File: src/rtl/weights_bpr_seq.sv
// Sequential weight/BPR/ETC walker: emits one registered beat per active tap over valid/ready.
// Optional macro WBPR_ZERO_SKIP_EN drops taps whose ETC is zero.
module weights_bpr_seq #(
  parameter int NB_WEIGHTS = 5,
  parameter int DATA_WIDTH = 16,
  parameter int BPR_WIDTH  = ((DATA_WIDTH+1)/2)*3,
  parameter int ETC_WIDTH  = 4,
  parameter int TAP_WIDTH  = $clog2(NB_WEIGHTS+1)
) (
  input  logic                             clk,
  input  logic                             rst_n,
  input  logic                             start,
  input  logic [TAP_WIDTH-1:0]             n_taps,
  input  logic [DATA_WIDTH*NB_WEIGHTS-1:0] WRegs,
  input  logic [BPR_WIDTH*NB_WEIGHTS-1:0]  WBPRs,
  input  logic [ETC_WIDTH*NB_WEIGHTS-1:0]  ETCs,
  input  logic                             out_ready,
  output logic                             out_valid,
  output logic [DATA_WIDTH-1:0]            W,
  output logic [BPR_WIDTH-1:0]             BPR_W,
  output logic [ETC_WIDTH-1:0]             ETC_W,
  output logic [TAP_WIDTH-1:0]             tap_idx,
  output logic                             last,
  output logic                             busy,
  output logic                             done
);

  localparam logic [0:0]           S_IDLE = 1'b0;
  localparam logic [0:0]           S_RUN  = 1'b1;
  localparam logic [TAP_WIDTH-1:0] NB_T   = TAP_WIDTH'(NB_WEIGHTS);
  localparam logic [TAP_WIDTH-1:0] ONE_T  = TAP_WIDTH'(1);

  logic [NB_WEIGHTS-1:0][DATA_WIDTH-1:0] w_wregs;
  logic [NB_WEIGHTS-1:0][BPR_WIDTH-1:0]  w_wbprs;
  logic [NB_WEIGHTS-1:0][ETC_WIDTH-1:0]  w_etcs;
  assign w_wregs = WRegs;
  assign w_wbprs = WBPRs;
  assign w_etcs  = ETCs;

  logic [0:0]            r_state;
  logic [TAP_WIDTH-1:0]  r_n_eff;
  logic                  r_valid, r_last, r_busy, r_done;
  logic [DATA_WIDTH-1:0] r_w;
  logic [BPR_WIDTH-1:0]  r_bpr;
  logic [ETC_WIDTH-1:0]  r_etc;
  logic [TAP_WIDTH-1:0]  r_idx;

  logic [TAP_WIDTH-1:0]  w_n_eff, w_n, w_from, w_ld_idx;
  logic                  w_found, w_ld_last;
  logic [DATA_WIDTH-1:0] w_sel_w;
  logic [BPR_WIDTH-1:0]  w_sel_bpr;
  logic [ETC_WIDTH-1:0]  w_sel_etc;

  // Zero or oversize tap counts mean "use every slot".
  assign w_n_eff = (n_taps == '0 || n_taps > NB_T) ? NB_T : n_taps;
  assign w_n     = (r_state == S_IDLE) ? w_n_eff : r_n_eff;
  assign w_from  = (r_state == S_IDLE) ? '0 : r_idx + ONE_T;

`ifdef WBPR_ZERO_SKIP_EN
  // First non-zero slot at/after w_from is loaded; a second one means it is not last.
  always_comb begin
    logic w_more;
    w_found  = 1'b0;
    w_more   = 1'b0;
    w_ld_idx = '0;
    for (int i = 0; i < NB_WEIGHTS; i++) begin
      if (TAP_WIDTH'(i) >= w_from && TAP_WIDTH'(i) < w_n && w_etcs[i] != '0) begin
        if (!w_found) begin
          w_found  = 1'b1;
          w_ld_idx = TAP_WIDTH'(i);
        end else begin
          w_more = 1'b1;
        end
      end
    end
    w_ld_last = !w_more;
  end
`else
  always_comb begin
    w_found   = 1'b1;
    w_ld_idx  = w_from;
    w_ld_last = (w_from == w_n - ONE_T);
  end
`endif

  always_comb begin
    w_sel_w   = '0;
    w_sel_bpr = '0;
    w_sel_etc = '0;
    for (int i = 0; i < NB_WEIGHTS; i++) begin
      if (w_ld_idx == TAP_WIDTH'(i)) begin
        w_sel_w   = w_wregs[i];
        w_sel_bpr = w_wbprs[i];
        w_sel_etc = w_etcs[i];
      end
    end
  end

  always_ff @(posedge clk) begin
    if (!rst_n) begin
      r_state <= S_IDLE;
      r_n_eff <= '0;
      r_valid <= 1'b0;
      r_last  <= 1'b0;
      r_busy  <= 1'b0;
      r_done  <= 1'b0;
      r_w     <= '0;
      r_bpr   <= '0;
      r_etc   <= '0;
      r_idx   <= '0;
    end else begin
      r_done <= 1'b0;
      if (r_state == S_IDLE) begin
        if (start) begin
          r_n_eff <= w_n_eff;
          if (w_found) begin
            r_state <= S_RUN;
            r_busy  <= 1'b1;
            r_valid <= 1'b1;
            r_w     <= w_sel_w;
            r_bpr   <= w_sel_bpr;
            r_etc   <= w_sel_etc;
            r_idx   <= w_ld_idx;
            r_last  <= w_ld_last;
          end else begin
            r_done <= 1'b1;
          end
        end
      end else if (r_valid && out_ready) begin
        if (r_last) begin
          r_state <= S_IDLE;
          r_valid <= 1'b0;
          r_busy  <= 1'b0;
          r_done  <= 1'b1;
        end else begin
          r_w    <= w_sel_w;
          r_bpr  <= w_sel_bpr;
          r_etc  <= w_sel_etc;
          r_idx  <= w_ld_idx;
          r_last <= w_ld_last;
        end
      end
    end
  end

  assign out_valid = r_valid;
  assign W         = r_w;
  assign BPR_W     = r_bpr;
  assign ETC_W     = r_etc;
  assign tap_idx   = r_idx;
  assign last      = r_last;
  assign busy      = r_busy;
  assign done      = r_done;

endmodule

File: config.mk
export PLATFORM = sky130hd
export DESIGN_NAME = weights_bpr_seq
export DESIGN_NICKNAME = d
export VERILOG_FILES = /design/src/rtl/weights_bpr_seq.sv
export SDC_FILE = /design/constraint.sdc
export NUM_CORES = 1
export LEC_CHECK = 0
export ABC_AREA = 0
export BUFFER_PORTS_ARGS = -buffer_cell sky130_fd_sc_hd__buf_2
export CELL_PAD_IN_SITES_DETAIL_PLACEMENT = 1
export CELL_PAD_IN_SITES_GLOBAL_PLACEMENT = 1
export CORE_UTILIZATION = 28
export CTS_BUF_LIST = sky130_fd_sc_hd__clkbuf_8
export DETAILED_ROUTE_END_ITERATION = 6
export HOLD_SLACK_MARGIN = 0.02
export PLACE_DENSITY_LB_ADDON = 0.1
export SETUP_SLACK_MARGIN = 0.05
export SLEW_MARGIN = 20
export SYNTH_ARGS = -nofsm -noshare
export SYNTH_HDL_FRONTEND = slang
export SYNTH_SLANG_ARGS = --single-unit
File: constraint.sdc
create_clock -name clk -period 2 [get_ports clk]
set_clock_uncertainty 0.15 [all_clocks]
set_input_delay 0.2 -clock clk [delete_from_list [all_inputs] [get_ports clk]]
set_output_delay 0.2 -clock clk [all_outputs]
set_load 0.1 [all_outputs]
=== After elaboration in Yosys (flattened, before gate mapping) ===
Cells that the tools add are included.

* Multiplexer cells: 47
* Reduce and logical (&&, ||, !) cells: 10
* Equal/unequal tests: 8
* Magnitude comparators: 1
* Bitwise operators: 1
* Add/subtract/negate cells: 2

{| class="wikitable"
|+ Operators by type and width
! kind !! number
|-
| $mux W24 || 9
|-
| $mux W16 || 9
|-
| $mux W4 || 9
|-
| $mux W3 || 7
|-
| $mux W1 || 13
|-
| $reduce_and A3 Y1 || 3
|-
| $eq A3 B2 Y1 const B || 2
|-
| $logic_not A3 Y1 || 2
|-
| $ne A2 B1 Y1 const B || 2
|-
| $reduce_and A2 Y1 || 2
|-
| $add A3 B1 Y3 const B || 1
|-
| $eq A3 B1 Y1 const B || 1
|-
| $eq A3 B3 Y1 || 1
|-
| $eq A3 B3 Y1 const B || 1
|-
| $gt A3 B3 Y1 const B || 1
|-
| $sub A3 B1 Y3 const B || 1
|-
| $ne A2 B2 Y1 const B || 1
|-
| $reduce_bool A2 Y1 || 1
|-
| $logic_and A1 B1 Y1 || 1
|-
| $logic_or A1 B1 Y1 || 1
|-
| $not A1 Y1 || 1
|}

* Input bits: 227
* Register bits after elaboration: 54
* Output and inout port bits: 51
* Logic and storage cells: 78

=== Longest topological paths before layout ===
* Depth in word-level cells: 11
* Mapped depth: 9
* Gate-level depth less buffers: 7

=== Worst setup path before layout ===
No wires, ideal clock.

* Kind: register to register
* Start point: register r_idx[0], in the netlist tap_idx[0]
* End point: register r_bpr[14], in the netlist BPR_W[14]
* Required time: 1.776 ns
* Stages on the path, launching flop included: 10
* Buffers on the path: 4
* Setup time: 0.074 ns
* Path slack: -0.792 ns
* Arrival time: 2.568 ns
* Period minus slack after synthesis: 2.792 ns
* Path through: dfxtp_1 ha_1 buf_2 and2_1 buf_6 buf_2 buf_2 a32oi_1 o221ai_1 a31oi_1

* Cells in the longest elaborated chain, start to end: 11
* Elaborated cells between the ends (all ways): 16
* Those cells by class: 1 x add/sub; 4 x eq/ne; 10 x mux; 1 x reduce/logical

{| class="wikitable"
|+ RTL lines
! element !! RTL line !! text
|-
| from (decl) || 46 || <nowiki>logic [TAP_WIDTH-1:0] r_idx;</nowiki>
|-
| from (signal assigned) || 123 || <nowiki>r_idx <= w_ld_idx;</nowiki>
|-
| from (signal assigned) || 139 || <nowiki>r_idx <= w_ld_idx;</nowiki>
|-
| $add A3 B1 Y3 (*) || 57 || <nowiki>assign w_from = (r_state == S_IDLE) ? '0 : r_idx + ONE_T;</nowiki>
|-
| $mux W3 (*) || 57 ||
|-
| $logic_not A3 Y1 || 91 || <nowiki>if (w_ld_idx == TAP_WIDTH'(i)) begin</nowiki>
|-
| $mux W24 (4 in series) || 91 ||
|-
| $mux W24 (*) || 91 ||
|-
| $mux W24 || 130 || <nowiki>if (r_last) begin</nowiki>
|-
| $mux W24 || 129 || <nowiki>end else if (r_valid && out_ready) begin</nowiki>
|-
| $mux W24 (*) || 113 || <nowiki>if (r_state == S_IDLE) begin</nowiki>
|-
| to (signal assigned) || 121 || <nowiki>r_bpr <= w_sel_bpr;</nowiki>
|-
| to (signal assigned) || 137 || <nowiki>r_bpr <= w_sel_bpr;</nowiki>
|-
| to (decl) || 44 || <nowiki>logic [BPR_WIDTH-1:0] r_bpr;</nowiki>
|}

Every way passes the cells marked *; elsewhere a longest branch is shown, timed or not. The select of a mux whose other input is x is not followed.
A chain may end at the register's enable or synchronous reset.

=== Final worst setup path ===
* Start point: register r_idx[1], in the netlist tap_idx[1]
* End point: register r_etc[1], in the netlist ETC_W[1]

* Cells in the longest elaborated chain, start to end: 11
* Elaborated cells between the ends (all ways): 16
* Those cells by class: 1 x add/sub; 4 x eq/ne; 10 x mux; 1 x reduce/logical

{| class="wikitable"
|+ RTL lines
! element !! RTL line !! text
|-
| $add A3 B1 Y3 (*) || 57 ||
|-
| $mux W3 (*) || 57 ||
|-
| $logic_not A3 Y1 || 91 ||
|-
| $mux W4 (4 in series) || 91 ||
|-
| $mux W4 (*) || 91 ||
|-
| $mux W4 || 130 ||
|-
| $mux W4 || 129 ||
|-
| $mux W4 (*) || 113 ||
|-
| to (signal assigned) || 122 || <nowiki>r_etc <= w_sel_etc;</nowiki>
|-
| to (signal assigned) || 138 || <nowiki>r_etc <= w_sel_etc;</nowiki>
|-
| to (decl) || 45 || <nowiki>logic [ETC_WIDTH-1:0] r_etc;</nowiki>
|}

Marked as above.

==> impl_metrics.py <==
metrics = {
    "global_route": {
        "grt_max_degree": 71,
        "grtUsageMet3": 0.04444,
        "use_met1": 0.3421,
        "grt_pass1_wl_mm": 39.68,
        "top_usage_layer": "met2",
        "met2_usage": 0.4585,
        "grt_pass1_vias": 7448,
        "grt_use_total": 0.2732,
        "grt_overflow": 0,
        "antenna_found_initial": 4,
    },
    "finish": {
        "fillers": 2219,
        "area_growth_pct": 49.48,
        "final_area_sq_um": 7594,
        "ff_latch_area_sq_um": 1096,
        "final_core_util": 0.4345,
        "fin_nets": 1169,
        "drive_gt1_frac": 0.4591,
        "multiInputGateArea_sq_um": 3875,
    },
    "sta": {
        "final.min_clock_period_ns": 1.976,
        "relSlewSlack": 0.6583,
        "fmax_ghz": 0.5062,
        "whs_ns": 0.05765,
        "setup_violations": 0,
        "hold_viol": 0,
        "period_share": 0.9878,
        "worst_pin_slew_ns": 0.5161,
        "rsz0062_at_grt": "true",
        "finalMaxSlewViolations": 0,
        "fin_setup_tns_ns": 0,
    },
    "synth": {
        "ys.flop_type": "dfxtp_1",
        "synth_fa_ha_area_frac": 0.004926,
        "synth_warnings": 0,
        "synthTopCellsByCount": "nand2_1 (137), clkbuf_1 (70), dfxtp_1 (54), nor3_1 (47)",
        "synth-xor-area-share": 0.01601,
        "synth-simple-area-share": 0.3071,
        "synth_top_cell_area_share": 0.2128,
        "ys_seq_area_frac": 0.2128,
        "syn-cell-area_sq_um": 5080,
        "synth.area.top_cells": "dfxtp_1 (21%), nand2_1 (10%), o221a_2 (8.9%)",
        "synth_top_area_cell": "dfxtp_1",
        "synth_compound_area_frac": 0.3670,
        "async_reset_ff_frac": 0,
        "syn_inst": 699,
        "synth-seq-cells": 54,
        "synth_top_family_by_area": "compound AO/OA/AOI/OAI gates",
        "synth.most_common_cell": "nand2_1",
        "synth_mux_area_frac": 0.001970,
        "synth_nets": 928,
        "synth_edf_count": 0,
        "syn_avg_cell_area_sq_um": 7.267,
        "ys_types": 45,
    },
    "worst_setup_path": {
        "cp-start-kind": "flip-flop",
        "worst_ep_required_time_ns": 2.11,
        "cp_max_fo": 35,
        "path_class": "reg2reg",
        "worstReg2RegStart": "tap_idx[1]",
        "crit_start": "tap_idx[1]",
        "endpoint_kind": "flip-flop",
        "arrival_ns": 2.09,
    },
    "floorplanning": {
        "die_x_um": 136.7,
        "coreArea_sq_um": 17480,
        "ios": 278,
        "die_h_um": 136.7,
        "floorplan.initialDensity": 0.2907,
        "std_cell_rows": 48,
        "dieArea_sq_um": 18690,
    },
    "outcome": {
        "outcome": "finished clean",
    },
    "hold_path": {
        "hp-start": "WBPRs[107]",
        "min_path_type": "in2reg",
    },
    "clock_network": {
        "clkSinkCount": 54,
        "cts_buffers": 5,
        "clk_latency_ns": 0.34,
        "clk_pin_slew_worst_paths_ns": 0.12,
        "h-tree-depth": 2,
        "cts_buffer_depth": 2,
        "cts_tree": "done",
        "cts.root.buffer_cell": "clkbuf_8",
    },
    "placed_design": {
        "placed_area_sq_um": 6995,
        "dp_hpwl_mm": 18.08,
        "gp_congestion": 0.8709,
        "io_buffers": 277,
    },
    "detailed_routing": {
        "dr.first_iter.drc_count": 484,
        "wl_mm": 27.21,
        "drc": 0,
        "wl_per_cell_um": 23.22,
        "first_pass_iters": 5,
        "drtAntennaViolNets": 0,
        "vias": 7123,
        "vias_per_cell": 6.078,
    },
    "pwr": {
        "total_power_uw": 3664,
        "powerDensity_nw_per_um2": 482.5,
        "vdd_drop_max_mv": 0.2752,
        "leakage_uw": 0.003085,
    },
    "flow_run": {
        "max-cap-violations": 0,
    },
}
-- power breakdown --
group	total [uW]	internal [uW]	switching (uW)
Combinational	1650	563	1090
Sequential	1190	1150	47.6
Clock	820	371	450
Total	3660	2080	1580
-- worst paths after layout --
| check | to | slack, ns | cells past startpoint |
|---|---|---|---|
| max | ETC_W[1] | 0.02 | 6 |
| min reg2reg | r_n_eff[1] | 0.34 | 2 |
| max reg2reg | ETC_W[1] | 0.02 | 6 |
| min | BPR_W[11] | 0.06 | 3 |
-- flip-flops by register name, indices dropped and copies added, names as in the netlist --
| register | cells |
|---|---|
| r_state | 1 |
| W | 16 |
| tap_idx | 3 |
| busy | 1 |
| ETC_W | 4 |
| BPR_W | 24 |
| last | 1 |
| r_n_eff | 3 |
| done | 1 |
-- cell usage in the layout (no fill, tap or decap), drive strengths merged, types with 5 or more instances in the layout --
cell | synthesis | final
a31oi | 44 | 44
diode | 0 | 6
dlygate4sd3 | 0 | 5
o221ai | 44 | 44
nand2 | 138 | 138
o221a | 44 | 44
nor3 | 47 | 47
o21ai | 48 | 48
nor4b | 44 | 44
a21oi | 8 | 8
and3 | 44 | 44
buf | 33 | 328
dfxtp | 54 | 54
clkbuf | 70 | 9
nor2 | 8 | 8
a32oi | 44 | 44
-- through the flow --
step           instances  setup WS [ns]
3_3_place_gp        1140        0.04845
5_1_grt             1170       -0.04408
6_report            1172        0.02448
2_1_floorplan        699       -0.07494
4_1_cts             1154        0.03023
3_5_place_dp        1140       -0.02211
-- routing by layer --
metal / up-vias / part of all wire
met5: - / 0
met4: 0 / 0.021
met3: 44 / 0.072
met2: 339 / 0.49
met1: 3493 / 0.42
li1: 3247 / -
-- critical path, stage by stage, from the launching register on --
cell       delay [ns]
dfxtp_4          0.38
ha_4             0.18
xor2_4           0.20
clkbuf_16        0.26
nor4b_1          0.39
o221ai_1         0.18
a31oi_1          0.16
-- cells by family after synthesis --
| family | count (synthesis) |
|---|---|
| and+or+nand+nor | 294 |
| muxes | 1 |
| xor gates and xnor gates | 6 |
| AOI/OAI and AO/OA | 237 |
| DFF | 54 |
| adders and majority gates | 2 |
| buffers and inverters | 105 |
-- layout make-up --
| cell class | count | share of cell area |
|---|---|---|
| Clock inverter | 3 | 0.005273 |
| Tap cell | 225 | 0.03707 |
| Clock buffer | 5 | 0.009062 |
| Multi-Input combinational cell | 540 | 0.5103 |
| Antenna cell | 6 | 0.001977 |
| Inverter | 2 | 0.0009886 |
| Sequential cell | 54 | 0.1443 |
| Timing Repair Buffer | 337 | 0.2910 |
-- repair_timing --
action	CTS	global route
hold endpoints to repair	7	0
gates resized for setup	2	41
endpoints found under the setup margin	35	45
gates cloned	1	5
setup buffers	0	7
pin swaps	0	2
hold buffers	5	0
Power figures use the tool's default switching activity.
